--- config.mk ---
export PLATFORM = sky130hd
export DESIGN_NAME = skeletonize_multi
export DESIGN_NICKNAME = d
export VERILOG_FILES = /design/src/rtl/skeletonize_multi.sv
export SDC_FILE = /design/constraint.sdc
export NUM_CORES = 1
export LEC_CHECK = 0
export CAP_MARGIN = 20
export CORE_MARGIN = 1.5
export CORE_UTILIZATION = 40
export DETAILED_ROUTE_END_ITERATION = 8
export GPL_ROUTABILITY_DRIVEN = 0
export PLACE_DENSITY_LB_ADDON = 0.25
export REMOVE_ABC_BUFFERS = 1
export SYNTH_ARGS = -nofsm -noshare
export SYNTH_HDL_FRONTEND = slang
export SYNTH_SLANG_ARGS = --single-unit
--- constraint.sdc ---
create_clock -name clk -period 9.8 [get_ports clk]
set_input_delay 1.96 -clock clk [delete_from_list [all_inputs] [get_ports clk]]
set_output_delay 1.96 -clock clk [all_outputs]
set_load 0.1 [all_outputs]
--- src/rtl/skeletonize_multi.sv ---
// -----------------------------------------------------------------------------
// skeletonize_multi
//
// Finds the longest bright run in each video line of an fvh-framed pixel
// stream and reports its fixed-point midpoint, length and row once per line.
// Short dark gaps (fewer than GAP_TOL pixels) are absorbed into a run.
//
// Ports:
//   clk          system clock
//   reset        synchronous, active-high reset
//   fvh_in[2:0]  [1] field/frame flag, [0] line flag, [2] unused
//   dv_in        pixel valid
//   px_in        pixel value, bright iff px_in >= THRESH
//   current_row  row index of the reported line
//   midpoint     centre column of the longest run, FRAC_BITS fractional bits
//   run_length   length of the reported run (0 when none found)
//   found        a run of at least MIN_RUN existed in the line
//   row_done     one-cycle pulse, outputs are valid while it is high
//   first_row    high until the first line of a frame has been reported
// -----------------------------------------------------------------------------
module skeletonize_multi #(
   parameter int               PIX_W     = 8,
   parameter int               COL_W     = 10,
   parameter int               ROW_W     = 10,
   parameter logic [PIX_W-1:0] THRESH    = 8'h80,
   parameter int               GAP_TOL   = 3,
   parameter int               MIN_RUN   = 2,
   parameter int               FRAC_BITS = 1
) (
   input  logic                       clk,
   input  logic                       reset,
   input  logic [2:0]                 fvh_in,
   input  logic                       dv_in,
   input  logic [PIX_W-1:0]           px_in,
   output logic [ROW_W-1:0]           current_row,
   output logic [COL_W+FRAC_BITS-1:0] midpoint,
   output logic [COL_W:0]             run_length,
   output logic                       found,
   output logic                       row_done,
   output logic                       first_row
);

   localparam int MID_W = COL_W + FRAC_BITS;
   localparam int LEN_W = COL_W + 1;
   localparam int SHIFT = (FRAC_BITS > 0) ? FRAC_BITS - 1 : 0;
   localparam logic [LEN_W-1:0] MIN_LEN = LEN_W'(MIN_RUN);
   localparam logic [LEN_W-1:0] ONE_L   = LEN_W'(1);
   localparam logic [LEN_W:0]   ONE_S   = (LEN_W+1)'(1);
   localparam logic [4:0]       GAP_LIM = 5'(GAP_TOL);

   typedef enum logic [1:0] {S_DARK, S_RUN, S_GAP} state_t;

   function automatic logic [LEN_W-1:0] run_len(input logic [COL_W-1:0] s,
                                                input logic [COL_W-1:0] e);
      return {1'b0, e} - {1'b0, s} + ONE_L;
   endfunction

   // Strict '>' keeps the earliest of equally long runs.
   function automatic logic beats(input logic [LEN_W-1:0] len,
                                  input logic [LEN_W-1:0] best);
      return (len >= MIN_LEN) && (len > best);
   endfunction

   // start+end is already the midpoint with one fractional bit; more
   // fractional bits are exact left shifts, zero bits rounds half up.
   function automatic logic [MID_W-1:0] mid_calc(input logic [COL_W-1:0] s,
                                                 input logic [COL_W-1:0] e);
      logic [LEN_W:0] sum;
      sum = {2'b00, s} + {2'b00, e};
      if (FRAC_BITS == 0) return MID_W'((sum + ONE_S) >> 1);
      else                return MID_W'(sum) << SHIFT;
   endfunction

   state_t              state_q, state_d;
   logic [2:0]          last_fvh_q, last_fvh_d;
   logic [COL_W:0]      col_q, col_d;
   logic [COL_W-1:0]    start_q, start_d, end_q, end_d;
   logic [3:0]          gap_q, gap_d;
   logic [LEN_W-1:0]    best_len_q, best_len_d;
   logic [COL_W-1:0]    best_start_q, best_start_d, best_end_q, best_end_d;
   logic [ROW_W-1:0]    current_row_q, current_row_d;
   logic [MID_W-1:0]    midpoint_q, midpoint_d;
   logic [LEN_W-1:0]    run_length_q, run_length_d;
   logic                found_q, found_d;
   logic                row_done_q, row_done_d;
   logic                first_row_q, first_row_d;

   logic                new_frame, new_line, pix_ok, bright, close_run;
   logic [COL_W-1:0]    cur_col;
   logic [LEN_W-1:0]    open_len, fin_len;
   logic [COL_W-1:0]    fin_start, fin_end;

   always_comb begin
      state_d       = state_q;
      last_fvh_d    = fvh_in;
      col_d         = col_q;
      start_d       = start_q;
      end_d         = end_q;
      gap_d         = gap_q;
      best_len_d    = best_len_q;
      best_start_d  = best_start_q;
      best_end_d    = best_end_q;
      current_row_d = current_row_q;
      midpoint_d    = midpoint_q;
      run_length_d  = run_length_q;
      found_d       = found_q;
      row_done_d    = 1'b0;
      first_row_d   = first_row_q;
      close_run     = 1'b0;

      new_frame = fvh_in[1] & ~last_fvh_q[1];
      new_line  = last_fvh_q[0] & ~fvh_in[0];
      // col_q[COL_W] set means the last column was already consumed.
      pix_ok    = dv_in & ~col_q[COL_W];
      bright    = (px_in >= THRESH);
      cur_col   = col_q[COL_W-1:0];
      open_len  = run_len(start_q, end_q);

      // A run still open at line end competes with the best closed run.
      fin_len   = best_len_q;
      fin_start = best_start_q;
      fin_end   = best_end_q;
      if ((state_q != S_DARK) && beats(open_len, best_len_q)) begin
         fin_len   = open_len;
         fin_start = start_q;
         fin_end   = end_q;
      end

      if (new_frame || new_line) begin
         if (new_frame) begin
            first_row_d = 1'b1;
         end else begin
            row_done_d    = 1'b1;
            current_row_d = first_row_q ? '0 : current_row_q + 1'b1;
            first_row_d   = 1'b0;
            run_length_d  = fin_len;
            found_d       = (fin_len != '0);
            midpoint_d    = (fin_len != '0) ? mid_calc(fin_start, fin_end) : '0;
         end
         state_d      = S_DARK;
         col_d        = '0;
         start_d      = '0;
         end_d        = '0;
         gap_d        = '0;
         best_len_d   = '0;
         best_start_d = '0;
         best_end_d   = '0;
      end else if (pix_ok) begin
         col_d = col_q + 1'b1;
         unique case (state_q)
            S_DARK: begin
               if (bright) begin
                  state_d = S_RUN;
                  start_d = cur_col;
                  end_d   = cur_col;
               end
            end
            S_RUN: begin
               if (bright) begin
                  end_d = cur_col;
               end else if (GAP_LIM == 5'd1) begin
                  close_run = 1'b1;
                  state_d   = S_DARK;
               end else begin
                  state_d = S_GAP;
                  gap_d   = 4'd1;
               end
            end
            S_GAP: begin
               if (bright) begin
                  state_d = S_RUN;
                  end_d   = cur_col;
                  gap_d   = '0;
               end else if (({1'b0, gap_q} + 5'd1) == GAP_LIM) begin
                  close_run = 1'b1;
                  state_d   = S_DARK;
                  gap_d     = '0;
               end else begin
                  gap_d = gap_q + 1'b1;
               end
            end
            default: state_d = S_DARK;
         endcase
         if (close_run && beats(open_len, best_len_q)) begin
            best_len_d   = open_len;
            best_start_d = start_q;
            best_end_d   = end_q;
         end
      end
   end

   always_ff @(posedge clk) begin
      if (reset) begin
         state_q       <= S_DARK;
         last_fvh_q    <= '0;
         col_q         <= '0;
         start_q       <= '0;
         end_q         <= '0;
         gap_q         <= '0;
         best_len_q    <= '0;
         best_start_q  <= '0;
         best_end_q    <= '0;
         current_row_q <= '0;
         midpoint_q    <= '0;
         run_length_q  <= '0;
         found_q       <= 1'b0;
         row_done_q    <= 1'b0;
         first_row_q   <= 1'b1;
      end else begin
         state_q       <= state_d;
         last_fvh_q    <= last_fvh_d;
         col_q         <= col_d;
         start_q       <= start_d;
         end_q         <= end_d;
         gap_q         <= gap_d;
         best_len_q    <= best_len_d;
         best_start_q  <= best_start_d;
         best_end_q    <= best_end_d;
         current_row_q <= current_row_d;
         midpoint_q    <= midpoint_d;
         run_length_q  <= run_length_d;
         found_q       <= found_d;
         row_done_q    <= row_done_d;
         first_row_q   <= first_row_d;
      end
   end

   assign current_row = current_row_q;
   assign midpoint    = midpoint_q;
   assign run_length  = run_length_q;
   assign found       = found_q;
   assign row_done    = row_done_q;
   assign first_row   = first_row_q;

endmodule

* After elaboration in Yosys (flattened, before gate mapping)
Cells that the tools add are included.
Storage, ports and cells: register bits after elaboration 105, latch bits 0, memory bits (writable) 0, bits in read-only memories 0, input bits 14, memories kept 0
Operators by class: add/sub/neg operators 7, multiply operators 0, divide/modulo/power cells 0, magnitude comparators 3, equality and inequality tests 6, shift operators 0, mux-type cells 21, bitwise logic cells 8, reductions and logical operators 17
Operators with widths (count):
- 10-bit two-way mux | 3
- 11-bit by 1-bit adder with 11-bit output, second input constant | 2
- 11-bit two-way mux | 2
- 4-bit two-way mux | 3
- 10-bit by 10-bit adder with 11-bit output | 1
- 11-bit by 2-bit >= comparator with 1-bit output, second input constant | 1
- 11-bit > comparator | 1
- 11-bit nonzero test | 1
- 10-bit by 10-bit subtractor with 11-bit output | 1
- 10-bit by 1-bit adder with 10-bit output, second input constant | 1
- 3-bit AND reduction | 3
- 8-bit >= comparator, second input constant | 1
- 2-bit two-way mux | 4
- 4-bit case mux with 2 select lines | 1
- 1-bit two-way mux | 7
- 2-bit case mux with 3 select lines | 1
- 4-bit by 1-bit adder with 5-bit output, second input constant | 1
- 5-bit by 2-bit equality test with 1-bit output, second input constant | 1
- 1-bit NOT | 5
- 4-bit by 1-bit adder with 4-bit output, second input constant | 1
- 2-bit != test, second input constant | 2
- 2-bit AND reduction | 2
- 4-bit AND reduction | 1
- 2-bit nonzero test | 2
- 9 further kinds | 14

* Longest topological paths before layout
Gate-level depths: netlist (run 1).
word-level depth 9, mapped depth 29, depth with buffers taken out 28

* Worst setup path before layout (run 1)
OpenSTA, ideal clock, no wires.
path kind reg2reg, from register start_q[2], to register midpoint_q[10] (netlist: midpoint[10]), library setup time 0.130 ns, arrival 5.681 ns, required time 9.670 ns, path slack 3.989 ns, stages on the path, launching flop included 27, path through dfxtp_1 inv_1 ha_1 ha_1 a211oi_1 o211ai_1 a31o_2 a21oi_1 xnor2_1 inv_1 ha_1 nor3b_1 a311oi_4 a221o_4 nor2_8 buf_6 mux2_1 ha_1 fa_1 a21o_1 a21oi_1 o21bai_1 a21oi_1 o21ai_0 a21o_1 a21oi_1 o31ai_1
Between the ends: word-level cells in the longest chain between the ends 8, elaborated cells between the ends (all ways) 12, those cells by class add/sub (3); order compare (2); mux (4); reduce/logical (3)
RTL lines:
- from (decl) | RTL line 77 | logic [COL_W-1:0] start_q, start_d, end_q, end_d;
- from (signal assigned) | RTL line 213 | start_q <= start_d;
- 10-bit by 10-bit subtractor with 11-bit output | RTL line 55 | return {1'b0, e} - {1'b0, s} + ONE_L;
- 11-bit by 1-bit adder with 11-bit output | RTL line 55
- 11-bit by 2-bit >= comparator with 1-bit output / 11-bit > comparator (equally long branches) | RTL line 61 | return (len >= MIN_LEN) && (len > best);
- 1-bit logical AND | RTL line 61
- 1-bit logical AND | RTL line 123 | if ((state_q != S_DARK) && beats(open_len, best_len_q)) begin
- 10-bit two-way mux / 11-bit two-way mux (equally long branches) | RTL line 123
- 10-bit by 10-bit adder with 11-bit output / 11-bit nonzero test (equally long branches) | RTL line 69, 138
- 11-bit two-way mux (*) | RTL line 138 | midpoint_d = (fin_len != '0) ? mid_calc(fin_start, fin_end) : '0;
- to (signal assigned) | RTL line 220 | midpoint_q <= midpoint_d;
- to (decl) | RTL line 82 | logic [MID_W-1:0] midpoint_q, midpoint_d;
Mark *: on every way between the ends. The rest lies on a longest branch, timed or not. A chain may end at the register's enable or synchronous reset.

* Final worst setup path (run 1)
Same ends and word-level chain as after synthesis.

==> results_dict.tcl, run 1 <==
set metrics [dict create \
    postLayoutSetupSlackWorst_ns 2.787 \
    synthCells 657 \
    post_cts_resized 0 \
    initial_utilization 0.4112 \
    layout-area-overhead-vs-synth_pct 14.53 \
    postCtsSetupRepairBufs 0 \
    floorplan.io_pins 49 \
    largest_net_degree_at_the_start_of_global_routing 69 \
    first_global_vias 4575 \
    combinational_family_with_the_most_area_after_synthesis "compound AO/OA/AOI/OAI gates" \
    cp_data_arrival_time_ns 7.21 \
    cp-end-kind "flip-flop" \
    fin_skew_ns 0.008038 \
    yosysSeqAreaShare 0.3683 \
    globalRoute.totalOverflow 0 \
    wirelength_um 13090 \
    dominantRegCellSynth "dfxtp_1" \
    clk_pin_slew_worst_paths_ns 0.07 \
    unrepaired_setup_endpoints_after_global_routing "no" \
    clkLatencyLatePin_ns 0.35 \
    n_antenna_cell 0 \
    hold_violation_total_from_the_final_report 0 \
    tritoncts "yes" \
    grt_use_total 0.1824 \
    startpoint "start_q[2]" \
    cts_root_buffer "clkbuf_16" \
    drive_above_1_share 0.05117 \
    run_status "complete, no violations" \
    worst_setup_slack_post_dpl_ns 2.867 \
    synth_compound_area_frac 0.1918 \
    vias_per_cell 5.554 \
    synthesis.area_um2 5708 \
    max_freq_mhz 142.6 \
    fin_nets 737 \
    ys_ff_latch 105 \
    vias 4799 \
    netlist_top_cells_area "dfxtp_1, ha_1, a21oi_1, o21ai_0, nand3_1" \
    routedWlPerCell_um 15.15 \
    firstDrtPassIters 6 \
    cap_viol_max_count 0 \
    power.density_cell_area_nw_per_um2 130.8 \
    die_area_um2 15000 \
    post_cts_hold_buffer_count 0 \
    clock-sinks 105 \
    final.setup.tns_ns 0 \
    die_width_um 122.5 \
    finalSetupViolations 0 \
    htree_levels 3 \
    whs_ns 0.4593 \
    irDropWorstVdd_uv 73.62 \
    post_synth_and_or_nand_nor_area_fraction 0.1655 \
    slew_worst_pin_ns 1.013 \
    row_count 43 \
    totalPowerFinal_mw 0.8552 \
    chipHeight_um 122.5 \
    post-route-drc-count 0 \
    synth_cell_type_count 57 \
    initialDrtViolationCount 396 \
    portion_of_netlist_area_occupied_by_mux_cells 0.07453 \
    finalCritPeriodShare 0.7156 \
    yosysTopAreaCellShare 0.3683 \
    timing.setup.critical_path_class "reg2reg" \
    hold_path.startpoint "midpoint[7]" \
    worstPathRequired_ns 10.00 \
    total_leakage_power_nw 2.568 \
    critical_path.reg2reg.startpoint "start_q[2]" \
    yosys.area_share.xor_xnor 0.04998 \
    report.final.slew_viol_count 0 \
    number_of_antenna_violations_at_the_first_check_in_global_routing 0 \
    path_max_fanout 37 \
    synth-edff-count 0 \
    fp.coreArea_um2 13880 \
    worstHoldPathType "reg2reg" \
    port_buffers 40 \
    yosys_warnings 0 \
    grt_first_pass_wirelength_um 21740 \
    detail-route-antenna-nets 0 \
    cts_buffer_depth 2 \
    maxSlewHeadroom 0.3248 \
    synth_top_area_cell "dfxtp_1" \
    synth.avg_cell_area_um2 8.688 \
    critical_path_startpoint_category "flip-flop" \
    minimum_clock_period_ns 7.013 \
    numCtsBuffers 9 \
    asr_flop_ratio_synth 0 \
    yosys.area_share.adder 0.1008 \
    post_dp_hpwl_um 9201 \
]
==> state kept, by name, indices dropped and copies added (netlist names), 11 cells and up <==
name	count
col_q	11
best_len_q	11
midpoint	11
run_length	11
==> where the power goes <==
group | leakage (nW) | switching, mW | internal [mW]
Combinational | 1.57 | 0.0434 | 0.0150
Sequential | 0.847 | 0.00267 | 0.430
Clock | 0.148 | 0.164 | 0.200
==> routing by layer <==
| layer | vias to the layer above | global-route usage | routed length, um |
|---|---|---|---|
| li1 | 2411 | - | - |
| met1 | 2235 | 0.2297 | 5930 |
| met2 | 129 | 0.3094 | 6277 |
| met3 | 24 | 0.02416 | 558 |
| met4 | 0 | 0.08430 | 327 |
| met5 | - | 0 | 0 |
==> kinds of logic after synthesis <==
| family | count (synthesis) |
|---|---|
| buffers and inverters | 68 |
| adder cells (fa/ha/maj) | 45 |
| XOR/XNOR | 30 |
| flip-flops | 105 |
| AND/OR/NAND/NOR | 188 |
| multiplexers | 40 |
| AO/OA/AOI/OAI | 181 |
==> layout make-up <==
cell class,instances,area (um2)
Multi-Input combinational cell,484,3339
Timing Repair Buffer,44,437.9
Clock buffer,9,225.2
Clock inverter,7,76.32
Inverter,35,131.4
Sequential cell,105,2102
Tap cell,180,225.2
Fill cell,1315,7343
==> cell usage in the layout, fill, tap and decap left out, drive strengths merged, types with 2 or more instances in the layout <==
cell type,count
mux2i,20
and2,3
fa,2
a21oi,69
nor2,45
a311oi,3
a211oi,5
o311a,2
ha,42
and3,6
xor2,17
nor3,5
nand2,38
clkinv,3
or2,3
a21o,7
or3,11
nor2b,9
nand2b,3
a31oi,10
nand3,44
o31ai,10
clkdlybuf4s50,40
o31a,2
inv,37
nor4,2
nand3b,3
o211ai,2
mux2,20
o21ai,58
nor3b,2
and4,2
buf,4
o41a,2
nand4,10
dfxtp,105
xnor2,12
clkbuf,9
o21a,3
==> critical path, stage by stage, from the launching register on <==
cell,delay [ns]
dfxtp_1,0.38
inv_1,0.06
ha_1,0.31
ha_1,0.31
a211oi_1,0.33
o211ai_1,0.13
a31o_2,0.25
a21oi_1,0.18
xnor2_1,0.32
inv_1,0.20
ha_1,0.39
and3_1,0.26
nand3_2,0.16
a221o_4,0.65
nor2_8,0.43
mux2_1,0.37
ha_1,0.24
fa_1,0.42
a21o_1,0.20
a21oi_1,0.22
o21bai_1,0.09
a21oi_1,0.24
o21ai_0,0.18
a21o_1,0.21
a21oi_1,0.22
o31ai_1,0.09
==> stage by stage <==
stage	area, um2	instances	util
after global routing	6538	864	0.4710
after floorplan	5559	624	-
final	6538	864	0.4710
after global placement	6221	847	0.4482
after CTS	6523	863	0.4699
after detailed placement	6221	847	0.4482
==> cell usage after synthesis (all sizes together) (12+ instances only) <==
master  count
mux2       20
xor2       17
nand3      44
dfxtp     105
o21ai      58
mux2i      20
nor2       45
ha         42
inv        35
a21oi      69
nand2      38
xnor2      12
clkbuf     25
==> worst paths after layout <==
check | end | slack (ns) | cells after the start
max reg2reg | midpoint[10] | 2.79 | 25
max | midpoint[10] | 2.79 | 25
min reg2reg | midpoint[7] | 0.46 | 2
min | midpoint[7] | 0.46 | 2
No activity file was read; power rests on OpenSTA's default activity.
==> run 2, diff against run 1 <==
==> constraint.sdc (replaced) <==
create_clock -name clk -period 6.85 [get_ports clk]
set_input_delay 1.37 -clock clk [delete_from_list [all_inputs] [get_ports clk]]
set_output_delay 1.37 -clock clk [all_outputs]
set_load 0.1 [all_outputs]
==> results_dict.tcl, run 2 (synthesized netlist as in run 1, its figures left out) <==
set metrics [dict create \
    run_status "complete, no violations" \
    initial_utilization 0.4112 \
    irDropWorstVdd_uv 111.6 \
    post_cts_resized 0 \
    cell_int_power_mw 0.8865 \
    report.final.slew_viol_count 0 \
    routedWlPerCell_um 15.02 \
    floorplan.io_pins 49 \
    die_area_um2 15000 \
    firstDrtPassIters 7 \
    p_sw_mw 0.3032 \
    number_of_antenna_violations_at_the_first_check_in_global_routing 0 \
    drive_above_1_share 0.05531 \
    cts_root_buffer "clkbuf_16" \
    comb_power_share 0.071 \
    worstPathRequired_ns 7.05 \
    clkLatencyLatePin_ns 0.36 \
    hold_path_end "midpoint[7]" \
    seq_power_share 0.520 \
    finalSetupViolations 0 \
    critPathTopFamily "compound AO/OA/AOI/OAI gates" \
    post-route-drc-count 0 \
    fin_nets 740 \
    cp_data_arrival_time_ns 6.56 \
    htree_levels 3 \
    wirelength_um 13020 \
    cp.buffers_inverters 2 \
    dpl.cell_count 851 \
    final.setup.tns_ns 0 \
    hold_violation_total_from_the_final_report 0 \
    power.share.switching 0.2549 \
    critical_path.reg2reg.startpoint "start_q[3]" \
    layout-area-overhead-vs-synth_pct 14.49 \
    cts_buffer_depth 2 \
    slew_worst_pin_ns 1.072 \
    port_buffers 40 \
    regToRegSetupSlack_ns 0.49 \
    hold_path.startpoint "midpoint[7]" \
    minimum_clock_period_ns 6.362 \
    cpMaxStageDelayCell "a221o_4" \
    fp.coreArea_um2 13880 \
    stdcell_count 867 \
    chipHeight_um 122.5 \
    critical_path_startpoint_category "flip-flop" \
    grt_use_total 0.1848 \
    path_max_fanout 6 \
    power.density_cell_area_nw_per_um2 182.0 \
    timing.setup.critical_path_class "reg2reg" \
    cpPeakStageDelay_ns 0.45 \
    detail-route-antenna-nets 0 \
    postCtsSetupRepairBufs 0 \
    clock-sinks 105 \
    largest_net_degree_at_the_start_of_global_routing 69 \
    worstHoldPathCells 2 \
    cap_viol_max_count 0 \
    globalRoute.totalOverflow 0 \
    numCtsBuffers 9 \
    max_freq_mhz 157.2 \
    regToRegEndpoint "midpoint[10]" \
    worst_reg_to_reg_cells 25 \
    p_clk_frac 0.409 \
    fin_skew_ns 0.01150 \
    n_antenna_cell 0 \
    unrepaired_setup_endpoints_after_global_routing "no" \
    final_common_cell "dfxtp_1" \
    initialDrtViolationCount 329 \
    tritoncts "yes" \
    post_dp_hpwl_um 9413 \
    row_count 43 \
    vias_per_cell 5.521 \
    die_width_um 122.5 \
    finalCritPeriodShare 0.9288 \
    maxSlewHeadroom 0.2853 \
    grt_first_pass_wirelength_um 22050 \
    worstHoldPathType "reg2reg" \
    first_global_vias 4601 \
    total_leakage_power_nw 2.566 \
    vias 4787 \
    post_cts_hold_buffer_count 0 \
    clk_pin_slew_worst_paths_ns 0.07 \
    final_cell_mix "dfxtp_1, a21oi_1, o21ai_0" \
    cp-end-kind "flip-flop" \
]
## run 2: cell types whose count changed in the layout (fill, tap and decap cells not counted), sizes merged
cell    change
clkbuf      +2
clkinv      -1
buf         +3
bufinv      -1
## run 2: how the worst max path moves through the flow
stage	from	endpoint	cells past startpoint
finish	start_q[3]	midpoint[10]	25
global route	start_q[3]	midpoint[10]	25
CTS	start_q[2]	midpoint[10]	25
detailed placement	start_q[2]	midpoint[10]	25
global placement	start_q[2]	midpoint[10]	25
floorplan	start_q[2]	midpoint[10]	25
## run 2: power groups by stage
stage               registers, mW  logic (mW)  clock network, mW
detailed placement          0.633      0.0843                  0
global placement            0.633      0.0830                  0
global route                0.619      0.0902              0.524
CTS                         0.619      0.0843              0.497
finish                      0.619      0.0844              0.487
floorplan                   0.656      0.0349                  0
## run 2: routing by layer
layer / global-route usage / vias up / wire, um
li1: - / 2406 / -
met1: 0.2341 / 2258 / 6078
met2: 0.3101 / 103 / 6179
met3: 0.03857 / 20 / 520
met4: 0.06686 / 0 / 243
met5: 0 / - / 0
## run 2: worst reg2reg max path, stage by stage, from the launching register on
cell and delay [ns]:
dfxtp_1 0.39, inv_1 0.06, ha_1 0.30, ha_1 0.35, o211ai_1 0.25, o211ai_1 0.14, a31o_2 0.25, a21oi_1 0.22
xnor2_2 0.22, inv_1 0.16, ha_1 0.37, nor3b_1 0.33, a311oi_4 0.12, a221o_4 0.45, nor2_8 0.14, mux2_1 0.34
ha_1 0.23, fa_1 0.41, a21o_1 0.20, a21oi_1 0.21, o21bai_1 0.10, a21oi_1 0.23, o21ai_0 0.18, a21o_1 0.22
a21oi_1 0.23, o31ai_1 0.10
## run 2: layout make-up
class,count,area [um2]
fillers,1345,7346
multi-input cells,484,3352
flip-flops and latches,105,2102
repair buffers,47,452.9
clock buffers,11,232.7
well taps,180,225.2
inverters,35,131.4
clock inverters,5,38.79
## run 2: through the flow
stage          total power [mW]    util  hold WS, ns  area, um2  worst slack (ns)
3_3_place_gp             0.7158  0.4503       0.4370       6251            0.4184
6_report                  1.190  0.4708       0.4508       6535            0.4877
2_1_floorplan            0.6910       -       0.4451       5559            0.9148
4_1_cts                   1.200  0.4699       0.4564       6523            0.2932
5_1_grt                   1.234  0.4708       0.4734       6535           0.08665
3_5_place_dp             0.7175  0.4503       0.4392       6251            0.3298
==> run 3, diff against run 2 <==
--- a/config.mk
+++ b/config.mk
@@ -7,7 +7,7 @@
 export LEC_CHECK = 0
 export CAP_MARGIN = 20
 export CORE_MARGIN = 1.5
-export CORE_UTILIZATION = 40
+export CORE_UTILIZATION = 25
 export DETAILED_ROUTE_END_ITERATION = 8
 export GPL_ROUTABILITY_DRIVEN = 0
 export PLACE_DENSITY_LB_ADDON = 0.25
==> results_dict.tcl, run 3 (synthesized netlist as in run 1, its figures left out) <==
set metrics [dict create \
    die_area_um2 23750 \
    fp.coreArea_um2 22500 \
    wirelength_um 14280 \
    grt_first_pass_wirelength_um 24120 \
    report.final.slew_viol_count 0 \
    cts_root_buffer "clkbuf_16" \
    minimum_clock_period_ns 6.256 \
    total_leakage_power_nw 2.611 \
    fin_nets 745 \
    first_global_vias 4677 \
    vias 4723 \
    whs_ns 0.4601 \
    post-route-drc-count 0 \
    tritoncts "yes" \
    globalRoute.totalOverflow 0 \
    cap_viol_max_count 0 \
    largest_net_degree_at_the_start_of_global_routing 69 \
    routedWlPerCell_um 14.61 \
    cpPeakStageDelay_ns 0.45 \
    port_buffers 40 \
    layout-area-overhead-vs-synth_pct 18.00 \
    dpl_cell_area_um2 6412 \
    postCtsSetupRepairBufs 0 \
    critPathTopFamily "compound AO/OA/AOI/OAI gates" \
    post_dp_hpwl_um 9699 \
    final_util 0.2993 \
    final_cell_mix "dfxtp_1, a21oi_1, o21ai_0" \
    drive_above_1_share 0.05925 \
    finalSetupViolations 0 \
    maxSlewHeadroom 0.3027 \
    worstPathRequired_ns 7.06 \
    die_width_um 154.1 \
    n_antenna_cell 0 \
    cts_buffer_depth 2 \
    initialDrtViolationCount 245 \
    power.density_cell_area_nw_per_um2 186.0 \
    number_of_antenna_violations_at_the_first_check_in_global_routing 0 \
    finalCritPeriodShare 0.9132 \
    chipHeight_um 154.1 \
    fin_skew_ns 0.005668 \
    finish.instance_area_um2 6735 \
    floorplan.io_pins 49 \
    grt_use_total 0.1260 \
    clock-sinks 105 \
    path_max_fanout 8 \
    initial_utilization 0.2537 \
    hold_violation_total_from_the_final_report 0 \
    worst_setup_slack_post_dpl_ns 0.6087 \
    run_status "complete, no violations" \
    detail-route-antenna-nets 0 \
    final_common_cell "dfxtp_1" \
    vias_per_cell 4.834 \
    final.setup.tns_ns 0 \
    critical_path_startpoint_category "flip-flop" \
    post_cts_resized 0 \
    post_cts_hold_buffer_count 0 \
    htree_levels 3 \
    irDropWorstVdd_uv 89.33 \
    clkLatencyLatePin_ns 0.35 \
    cp_data_arrival_time_ns 6.46 \
    cp.buffers_inverters 2 \
    totalPowerFinal_mw 1.253 \
    max_freq_mhz 159.9 \
    unrepaired_setup_endpoints_after_global_routing "no" \
    firstDrtPassIters 5 \
    postLayoutSetupSlackWorst_ns 0.5945 \
    slew_worst_pin_ns 1.046 \
    numCtsBuffers 9 \
    cp-end-kind "flip-flop" \
    timing.setup.critical_path_class "reg2reg" \
    worstHoldPathType "reg2reg" \
    row_count 55 \
    clk_pin_slew_worst_paths_ns 0.07 \
    dpl.cell_count 960 \
    stdcell_count 977 \
    cpMaxStageDelayCell "a221o_4" \
]
-- run 3: path summary, 6_finish.rpt --
check	start	endpoint	slack (ns)	depth (start not counted)
hold reg to reg	midpoint[1]	midpoint[1]	0.46	2
setup / recovery	start_q[2]	midpoint[10]	0.59	25
hold / removal	midpoint[1]	midpoint[1]	0.46	2
setup reg to reg	start_q[2]	midpoint[10]	0.59	25
-- run 3: routing by layer --
metal / up-vias / track usage / wire length [um]
met3: 16 / 0.02001 / 401
met1: 2216 / 0.1643 / 7049
li1: 2419 / - / -
met2: 72 / 0.2084 / 6557
met5: - / 0 / 0
met4: 0 / 0.04854 / 267
-- run 3: power by group --
part           internal (mW)  leakage [nW]  switching (mW)  total, mW
registers              0.615         0.847         0.00384      0.619
logic                 0.0218          1.61          0.0645     0.0863
clock network          0.306         0.150           0.241      0.548
-- run 3: cell type report --
class | count | area [um2]
tap | 285 | 356.6
fill | 2343 | 15770
timing repair buffer | 52 | 498.0
inverter | 35 | 131.4
multi-input combinational | 484 | 3339
clock inverter | 3 | 47.55
clock buffer | 13 | 260.3
sequential | 105 | 2102
-- run 3: worst reg2reg max path: stages (launching register included) --
cell,delay [ns]
dfxtp_1,0.39
inv_1,0.06
ha_1,0.32
ha_1,0.31
a211oi_1,0.34
o21ai_1,0.17
a31oi_1,0.23
xor2_1,0.36
inv_1,0.16
ha_1,0.32
a21oi_1,0.09
nor3b_1,0.33
a311oi_4,0.12
a221o_4,0.45
nor2_8,0.18
mux2_1,0.35
ha_1,0.23
fa_1,0.40
a21o_1,0.19
a21oi_1,0.21
o21bai_1,0.10
a21oi_1,0.19
o21ai_0,0.15
a21o_1,0.20
a21oi_1,0.19
o31ai_1,0.08
